`src/rtl/mips_pkg.sv`:
```
// rtl/mips_pkg.sv - shared MIPS pipeline constants: vectors and PCSrc codes
package mips_pkg;

   // Default vector addresses; bit31 set means kernel mode
   localparam logic [31:0] RESET_VEC_DEF = 32'h8000_0000;
   localparam logic [31:0] IRQ_VEC_DEF   = 32'h8000_0004;
   localparam logic [31:0] EXC_VEC_DEF   = 32'h8000_0008;

   // PCSrc codes produced by the ID-stage decoder
   localparam logic [2:0] PCSRC_SEQ = 3'b000;
   localparam logic [2:0] PCSRC_J   = 3'b001;
   localparam logic [2:0] PCSRC_JR  = 3'b010;
   localparam logic [2:0] PCSRC_IRQ = 3'b100;
   localparam logic [2:0] PCSRC_EXC = 3'b101;

   // +4 on the low 31 bits only: wraps 7FFF_FFFC to 0 and never changes the mode bit
   function automatic logic [31:0] add4_keep_mode(input logic [31:0] a);
      return {a[31], a[30:0] + 31'd4};
   endfunction

endpackage

```
`src/rtl/pc_sequencer_if.sv`:
```
// rtl/pc_sequencer_if.sv - pipeline-side signals of the PC stage
interface pc_sequencer_if;

   logic        stall;
   logic [2:0]  pc_src;
   logic [25:0] jump_target;
   logic [31:0] jr_target;
   logic [31:0] pc_id;
   logic        id_valid;
   logic        branch_taken;
   logic [31:0] branch_target;

   logic [31:0] pc;
   logic [31:0] pc_plus4;
   logic        irq_req;
   logic [31:0] epc;
   logic        flush_if_id;
   logic        flush_id_ex;

   // Pipeline side: drives decode/EX controls, consumes PC and strobes
   modport master (
      output stall, pc_src, jump_target, jr_target, pc_id, id_valid,
             branch_taken, branch_target,
      input  pc, pc_plus4, irq_req, epc, flush_if_id, flush_id_ex
   );

   // PC stage side
   modport slave (
      input  stall, pc_src, jump_target, jr_target, pc_id, id_valid,
             branch_taken, branch_target,
      output pc, pc_plus4, irq_req, epc, flush_if_id, flush_id_ex
   );

endinterface

```
`src/rtl/irq_sync.sv`:
```
// rtl/irq_sync.sv - two-flop synchroniser with asynchronous active-low clear
module irq_sync (
   input  logic clk,
   input  logic reset,
   input  logic d,
   output logic q
);

   logic meta;

   // Two-stage capture of the asynchronous level into the clk domain
   always_ff @(posedge clk or negedge reset) begin
      if (!reset) begin
         meta <= 1'b0;
         q    <= 1'b0;
      end else begin
         meta <= d;
         q    <= meta;
      end
   end

endmodule

```
`src/rtl/pc_sequencer.sv`:
```
// rtl/pc_sequencer.sv - fetch PC register, next-PC select, IRQ gating, EPC and flushes
module pc_sequencer
   import mips_pkg::*;
#(
   parameter logic [31:0] RESET_VEC = RESET_VEC_DEF,
   parameter logic [31:0] IRQ_VEC   = IRQ_VEC_DEF,
   parameter logic [31:0] EXC_VEC   = EXC_VEC_DEF
) (
   input  logic           clk,
   input  logic           reset,
   input  logic           irq_raw,
   pc_sequencer_if.slave  bus
);

   logic [31:0] pc_q;
   logic [31:0] epc_q;
   logic [31:0] pc_next;
   logic [31:0] epc_next;
   logic [31:0] pc_plus4_w;
   logic [31:0] pc_id_plus4;
   logic        irq_s;
   logic        id_redirect;

   irq_sync u_irq_sync (
      .clk   (clk),
      .reset (reset),
      .d     (irq_raw),
      .q     (irq_s)
   );

   assign pc_plus4_w  = add4_keep_mode(pc_q);
   assign pc_id_plus4 = add4_keep_mode(bus.pc_id);

   // Codes 011/110/111 fall through to sequential and do not flush
   assign id_redirect = (bus.pc_src == PCSRC_J)   || (bus.pc_src == PCSRC_JR) ||
                        (bus.pc_src == PCSRC_IRQ) || (bus.pc_src == PCSRC_EXC);

   // Next PC and EPC: EX branch beats stall, stall beats every ID redirect
   always_comb begin
      pc_next  = pc_plus4_w;
      epc_next = epc_q;
      if (bus.branch_taken) begin
         // Branches stay in the mode of the branching instruction
         pc_next = {bus.pc_id[31], bus.branch_target[30:0]};
      end else if (bus.stall) begin
         pc_next = pc_q;
      end else begin
         case (bus.pc_src)
            PCSRC_IRQ: begin
               pc_next  = IRQ_VEC;
               epc_next = bus.pc_id;
            end
            PCSRC_EXC: begin
               pc_next  = EXC_VEC;
               epc_next = pc_id_plus4;
            end
            PCSRC_J: begin
               pc_next = {bus.pc_id[31], pc_id_plus4[30:28], bus.jump_target, 2'b00};
            end
            PCSRC_JR: begin
               // User code can never raise the mode bit through a register jump
               pc_next = {bus.jr_target[31] & bus.pc_id[31], bus.jr_target[30:0]};
            end
            default: begin
               pc_next = pc_plus4_w;
            end
         endcase
      end
   end

   // PC and EPC registers
   always_ff @(posedge clk or negedge reset) begin
      if (!reset) begin
         pc_q  <= RESET_VEC;
         epc_q <= 32'h0000_0000;
      end else begin
         pc_q  <= pc_next;
         epc_q <= epc_next;
      end
   end

   assign bus.pc          = pc_q;
   assign bus.pc_plus4    = pc_plus4_w;
   assign bus.epc         = epc_q;
   assign bus.irq_req     = irq_s & bus.id_valid & ~bus.pc_id[31] & ~bus.stall & ~bus.branch_taken;
   assign bus.flush_if_id = bus.branch_taken | (~bus.stall & id_redirect);
   assign bus.flush_id_ex = bus.branch_taken;

endmodule

```
`src/flat_wrapper.sv`:
```
// flat-port wrapper written by rule: the top's interface ports become plain ports
module pc_sequencer_flat import mips_pkg::*;
#(
   parameter logic [31:0] RESET_VEC = RESET_VEC_DEF,
   parameter logic [31:0] IRQ_VEC   = IRQ_VEC_DEF,
   parameter logic [31:0] EXC_VEC   = EXC_VEC_DEF
)
  (clk, reset, irq_raw, bus_stall, bus_pc_src, bus_jump_target, bus_jr_target, bus_pc_id, bus_id_valid, bus_branch_taken, bus_branch_target, bus_pc, bus_pc_plus4, bus_irq_req, bus_epc, bus_flush_if_id, bus_flush_id_ex);
  pc_sequencer_if bus_i ();
  input  logic clk;
  input  logic reset;
  input  logic irq_raw;
  input wire logic [$bits(bus_i.stall)-1:0] bus_stall;
  input wire logic [$bits(bus_i.pc_src)-1:0] bus_pc_src;
  input wire logic [$bits(bus_i.jump_target)-1:0] bus_jump_target;
  input wire logic [$bits(bus_i.jr_target)-1:0] bus_jr_target;
  input wire logic [$bits(bus_i.pc_id)-1:0] bus_pc_id;
  input wire logic [$bits(bus_i.id_valid)-1:0] bus_id_valid;
  input wire logic [$bits(bus_i.branch_taken)-1:0] bus_branch_taken;
  input wire logic [$bits(bus_i.branch_target)-1:0] bus_branch_target;
  output wire logic [$bits(bus_i.pc)-1:0] bus_pc;
  output wire logic [$bits(bus_i.pc_plus4)-1:0] bus_pc_plus4;
  output wire logic [$bits(bus_i.irq_req)-1:0] bus_irq_req;
  output wire logic [$bits(bus_i.epc)-1:0] bus_epc;
  output wire logic [$bits(bus_i.flush_if_id)-1:0] bus_flush_if_id;
  output wire logic [$bits(bus_i.flush_id_ex)-1:0] bus_flush_id_ex;
  assign bus_i.stall = bus_stall;
  assign bus_i.pc_src = bus_pc_src;
  assign bus_i.jump_target = bus_jump_target;
  assign bus_i.jr_target = bus_jr_target;
  assign bus_i.pc_id = bus_pc_id;
  assign bus_i.id_valid = bus_id_valid;
  assign bus_i.branch_taken = bus_branch_taken;
  assign bus_i.branch_target = bus_branch_target;
  assign bus_pc = bus_i.pc;
  assign bus_pc_plus4 = bus_i.pc_plus4;
  assign bus_irq_req = bus_i.irq_req;
  assign bus_epc = bus_i.epc;
  assign bus_flush_if_id = bus_i.flush_if_id;
  assign bus_flush_id_ex = bus_i.flush_id_ex;
  pc_sequencer #(.RESET_VEC(RESET_VEC), .IRQ_VEC(IRQ_VEC), .EXC_VEC(EXC_VEC)) u_core (.clk(clk), .reset(reset), .irq_raw(irq_raw), .bus(bus_i));
endmodule
```
`config.mk`:
```
export PLATFORM = sky130hd
export DESIGN_NAME = pc_sequencer_flat
export DESIGN_NICKNAME = d
export VERILOG_FILES = /design/src/rtl/mips_pkg.sv /design/src/rtl/pc_sequencer_if.sv /design/src/rtl/irq_sync.sv /design/src/rtl/pc_sequencer.sv /design/src/flat_wrapper.sv
export SDC_FILE = /design/constraint.sdc
export NUM_CORES = 1
export LEC_CHECK = 0
export CAP_MARGIN = 10
export CORE_UTILIZATION = 42
export CTS_CLUSTER_SIZE = 30
export DETAILED_ROUTE_END_ITERATION = 6
export GPL_TIMING_DRIVEN = 0
export PLACE_DENSITY = 0.82
export SETUP_SLACK_MARGIN = 0.5
export SLEW_MARGIN = 30
export SYNTH_ARGS = -nofsm -noshare
export SYNTH_HDL_FRONTEND = slang
export SYNTH_SLANG_ARGS = --single-unit
```
`constraint.sdc`:
```
create_clock -name clk -period 2.98 [get_ports clk]
set_clock_uncertainty 0.05 [all_clocks]
set_input_delay 0.596 -clock clk [delete_from_list [all_inputs] [get_ports clk]]
set_output_delay 0.596 -clock clk [all_outputs]
set_load 0.01 [all_outputs]
```
==> metrics.txt <==
final worst setup slack=0.120 ns; DRC violations left=0; antenna violations before repair=1; Antenna Nets Post-Route=0; number of flops mapped to enable cells by yosys=0; WL/cell=22.4 microns; Cell Chain, Critical Path=buf_4 -> buf_6 -> nand3_4 -> nor4_4 -> buf_4 -> nand4_1 -> xnor2_1 -> buf_2; Worst Path Arrival=2.21 ns; Post-DP HPWL=between 10000 and 15000 microns; Final Hold Fails=0; # diodes=0; Starting Density=43.9%; Synth Cell Area=approximately 4900 sq um; drt pass-1 iters=6; Vias per Instance=6.28; clk buf depth=2; Slew @ Worst Pin=0.827 ns; placed instance count=934; GRT Overall Usage=34.4%; post-synthesis sequential area ratio=34.0%; Final Non-Filler Cells=1023; Max-slew headroom=44.9%; Die Wd=110 microns; top_reg_cell synth=dfrtp_1; first-pass GRT wire length=31100 microns; Area after DPL=7310 sq um; WS Path Type=reg -> out; # fillers=718; CTS clk-pin slew, worst paths=0.07 ns; Final Net Count=1011; multi-input logic area=3210 sq um; core area=11100 sq um; RD Place Congestion=0.874; crit end category=output pin; Fin Setup TNS=0 ns; Place WS=-0.284 ns; FMAX=350 MHz; Yosys Warn Count=0; Port Buffers=224; master of the slowest instance on the critical path=dfrtp_1; status=completed; largest net degree at the start of global routing=48; crit-path max FO=4; clk_lat worst skew=0.34 ns; Reg area=1670 sq um; root buffer selected by CTS=clkbuf_16; crit start category=register; DIE AREA=12000 sq um; worst path required time=2.33 ns; DRT Wirelength=between 20000 and 25000 microns; H-tree levels=3; most used cell, CP=buf_4; unrepaired setup endpoints after global routing=yes; CTS Buf Count=9; Lkg Pwr=3.52 nW; Post-synth ARST share=100%; Final Critical Period=2.86 ns; Avg Synthesized Cell Area=roughly 8.6 sq um; Num Clock Sinks=66; DRT iter0 DRCs=608; VDD IR max=a little under 0.3 mV; IO Count=230; vias in the first global route=5806; endpoints failing setup=0; syn nets=702; Slew Limit Fails=0; GRT overflow=0; distinct cell type count after synthesis=61; via count=6424; fin crit share=96.0%; Row Count=38; Slowest Stage Delay on Critical Path=0.42 ns; #FFs+latches synth=66; # Max-Cap Violations=0; fraction of layout cells with a size suffix above 1=26.4%; Area Overhead vs Synth=74.9%; die height=110 microns; hold buffers post-CTS=0; power density over cell area=447 nW/um^2; TritonCTS clock tree=done; Synth Instances=569; Final Instance Area=8520 sq um; Hold WC Path Type=in -> async
==> placed cells by master, fill, tap and decap left out, types with 4 or more instances in the layout <==
cell / netlist / layout
inv_1: 17 / 17
mux2_2: 11 / 11
dfrtp_1: 65 / 50
and3_1: 11 / 11
and4_1: 11 / 9
a31oi_1: 10 / 10
o31ai_1: 7 / 7
nor3b_1: 6 / 5
dlygate4sd2_1: 0 / 6
o21ai_0: 16 / 16
nand2_1: 43 / 40
a221o_1: 6 / 6
nor3_1: 8 / 6
clkdlybuf4s50_1: 0 / 192
nor3b_4: 2 / 4
a221oi_1: 22 / 22
nand3_1: 22 / 18
nor2_1: 52 / 50
clkbuf_1: 16 / 11
nor4_4: 1 / 4
buf_2: 24 / 31
nand4_1: 25 / 25
a21oi_1: 48 / 48
buf_6: 0 / 22
clkbuf_16: 0 / 9
xnor2_1: 25 / 15
or2_4: 0 / 4
o211ai_1: 6 / 6
nor2b_1: 10 / 10
dfrtp_2: 0 / 15
xor2_1: 25 / 22
o22ai_1: 6 / 6
xnor2_2: 2 / 11
buf_4: 7 / 72
==> through the flow <==
stage	hold WS [ns]	util, %	total power (W)
finish	0.104	76.9	0.00381
global route	0.124	76.9	0.00393
CTS	0.107	73.9	0.00367
detailed placement	0.289	66.0	0.00244
global placement	0.289	65.8	0.00241
floorplan	0.250	-	0.00168
==> registers in the layout, indices dropped and copies added, names as in the netlist <==
register / flops
u_core.bus.pc: 32
u_core.bus.epc: 32
u_core.u_irq_sync.meta: 1
u_core.u_irq_sync.q: 1
==> area by class of cell <==
| cell class | instances | share of cell area, % |
|---|---|---|
| multi-input combinational | 439 | 37.7 |
| inverter | 17 | 0.749 |
| clock inverter | 6 | 0.852 |
| clock buffer | 10 | 2.81 |
| buffer | 47 | 3.69 |
| tap | 140 | 2.06 |
| sequential | 66 | 19.6 |
| timing repair buffer | 298 | 32.5 |
==> per-layer routing <==
metal / track usage (%) / routed length [microns] / vias up / share of wire [%]
met5: 0 / 13 / - / 0.057
met3: 9.19 / 2800 / 151 / 12
li1: - / - / 2714 / -
met2: 58.7 / 10600 / 564 / 46
met1: 39.4 / 8090 / 2993 / 35
met4: 18.2 / 1410 / 2 / 6.1
==> what timing repair did <==
item	CTS	global route
resized for setup	166	47
setup endpoints to repair	39	40
buffers inserted	48	25
pin swaps	31	23
gates cloned	0	0
==> path summary, 6_finish.rpt <==
kind / start / to / slack (ns) / cells after the start
min: reset / u_core.bus.pc[4] / 0.10 / 1
max reg2reg: u_core.bus.pc[3] / u_core.bus.pc[30] / 0.69 / 10
max: u_core.bus.pc[9] / bus_pc_plus4[17] / 0.12 / 8
max in group asynchronous: reset / u_core.bus.pc[20] / 2.20 / 2
min in group clk: u_core.u_irq_sync.meta / u_core.u_irq_sync.q / 0.30 / 0
min reg2reg: u_core.u_irq_sync.meta / u_core.u_irq_sync.q / 0.30 / 0
==> report_power, final <==
| group | total [W] | internal, W | switching, W |
|---|---|---|---|
| Sequential | 0.00118 | 0.00104 | 0.000134 |
| Combinational | 0.00149 | 0.000809 | 0.000681 |
| Clock | 0.00114 | 0.000680 | 0.000456 |
| Total | 0.00381 | 0.00253 | 0.00127 |
==> cells by family (layout without fill, tap and decap cells) <==
family / count (synthesis) / in the layout / synth area share (%)
AND/OR/NAND/NOR: 225 / 225 / 26.7
XOR/XNOR: 52 / 52 / 9.66
multiplexers: 14 / 14 / 3.16
AO/OA/AOI/OAI: 146 / 146 / 20.0
adder cells (fa/ha/maj): 2 / 2 / 0.514
buffers and inverters: 64 / 378 / 6.09
flip-flops: 66 / 66 / 34.0
==> critical path, delay by kind of cell, from the launching register on <==
| family | cells | cell delay, ns |
|---|---|---|
| xor gates and xnor gates | 1 | 0.23 |
| buffers and inverters | 4 | 0.66 |
| DFF | 1 | 0.42 |
| and+or+nand+nor | 3 | 0.55 |
==> synth_stat cells (4+ instances only) <==
master	number	area, sq um
nand4_1	25	156
buf_4	7	52.6
o22ai_1	6	37.5
dfrtp_1	65	1630
nor4_1	4	25.0
a221o_1	6	60.1
a21oi_1	48	240
xor2_1	25	219
buf_2	24	120
mux2_2	11	124
o21ai_0	16	80.1
xnor2_1	25	219
nor3_1	8	40.0
inv_1	17	63.8
nor2b_1	10	62.6
and4_1	11	96.3
a221oi_1	22	193
nor2_1	52	195
or4_1	4	30.0
a31oi_1	10	62.6
o211ai_1	6	45.0
o31ai_1	7	52.6
nand3_1	22	110
and3_1	11	68.8
nand2_1	43	161
or2_2	5	31.3
clkbuf_1	16	60.1
nor3b_1	6	45.0
Note: power is estimated with default switching activity, not from simulation.
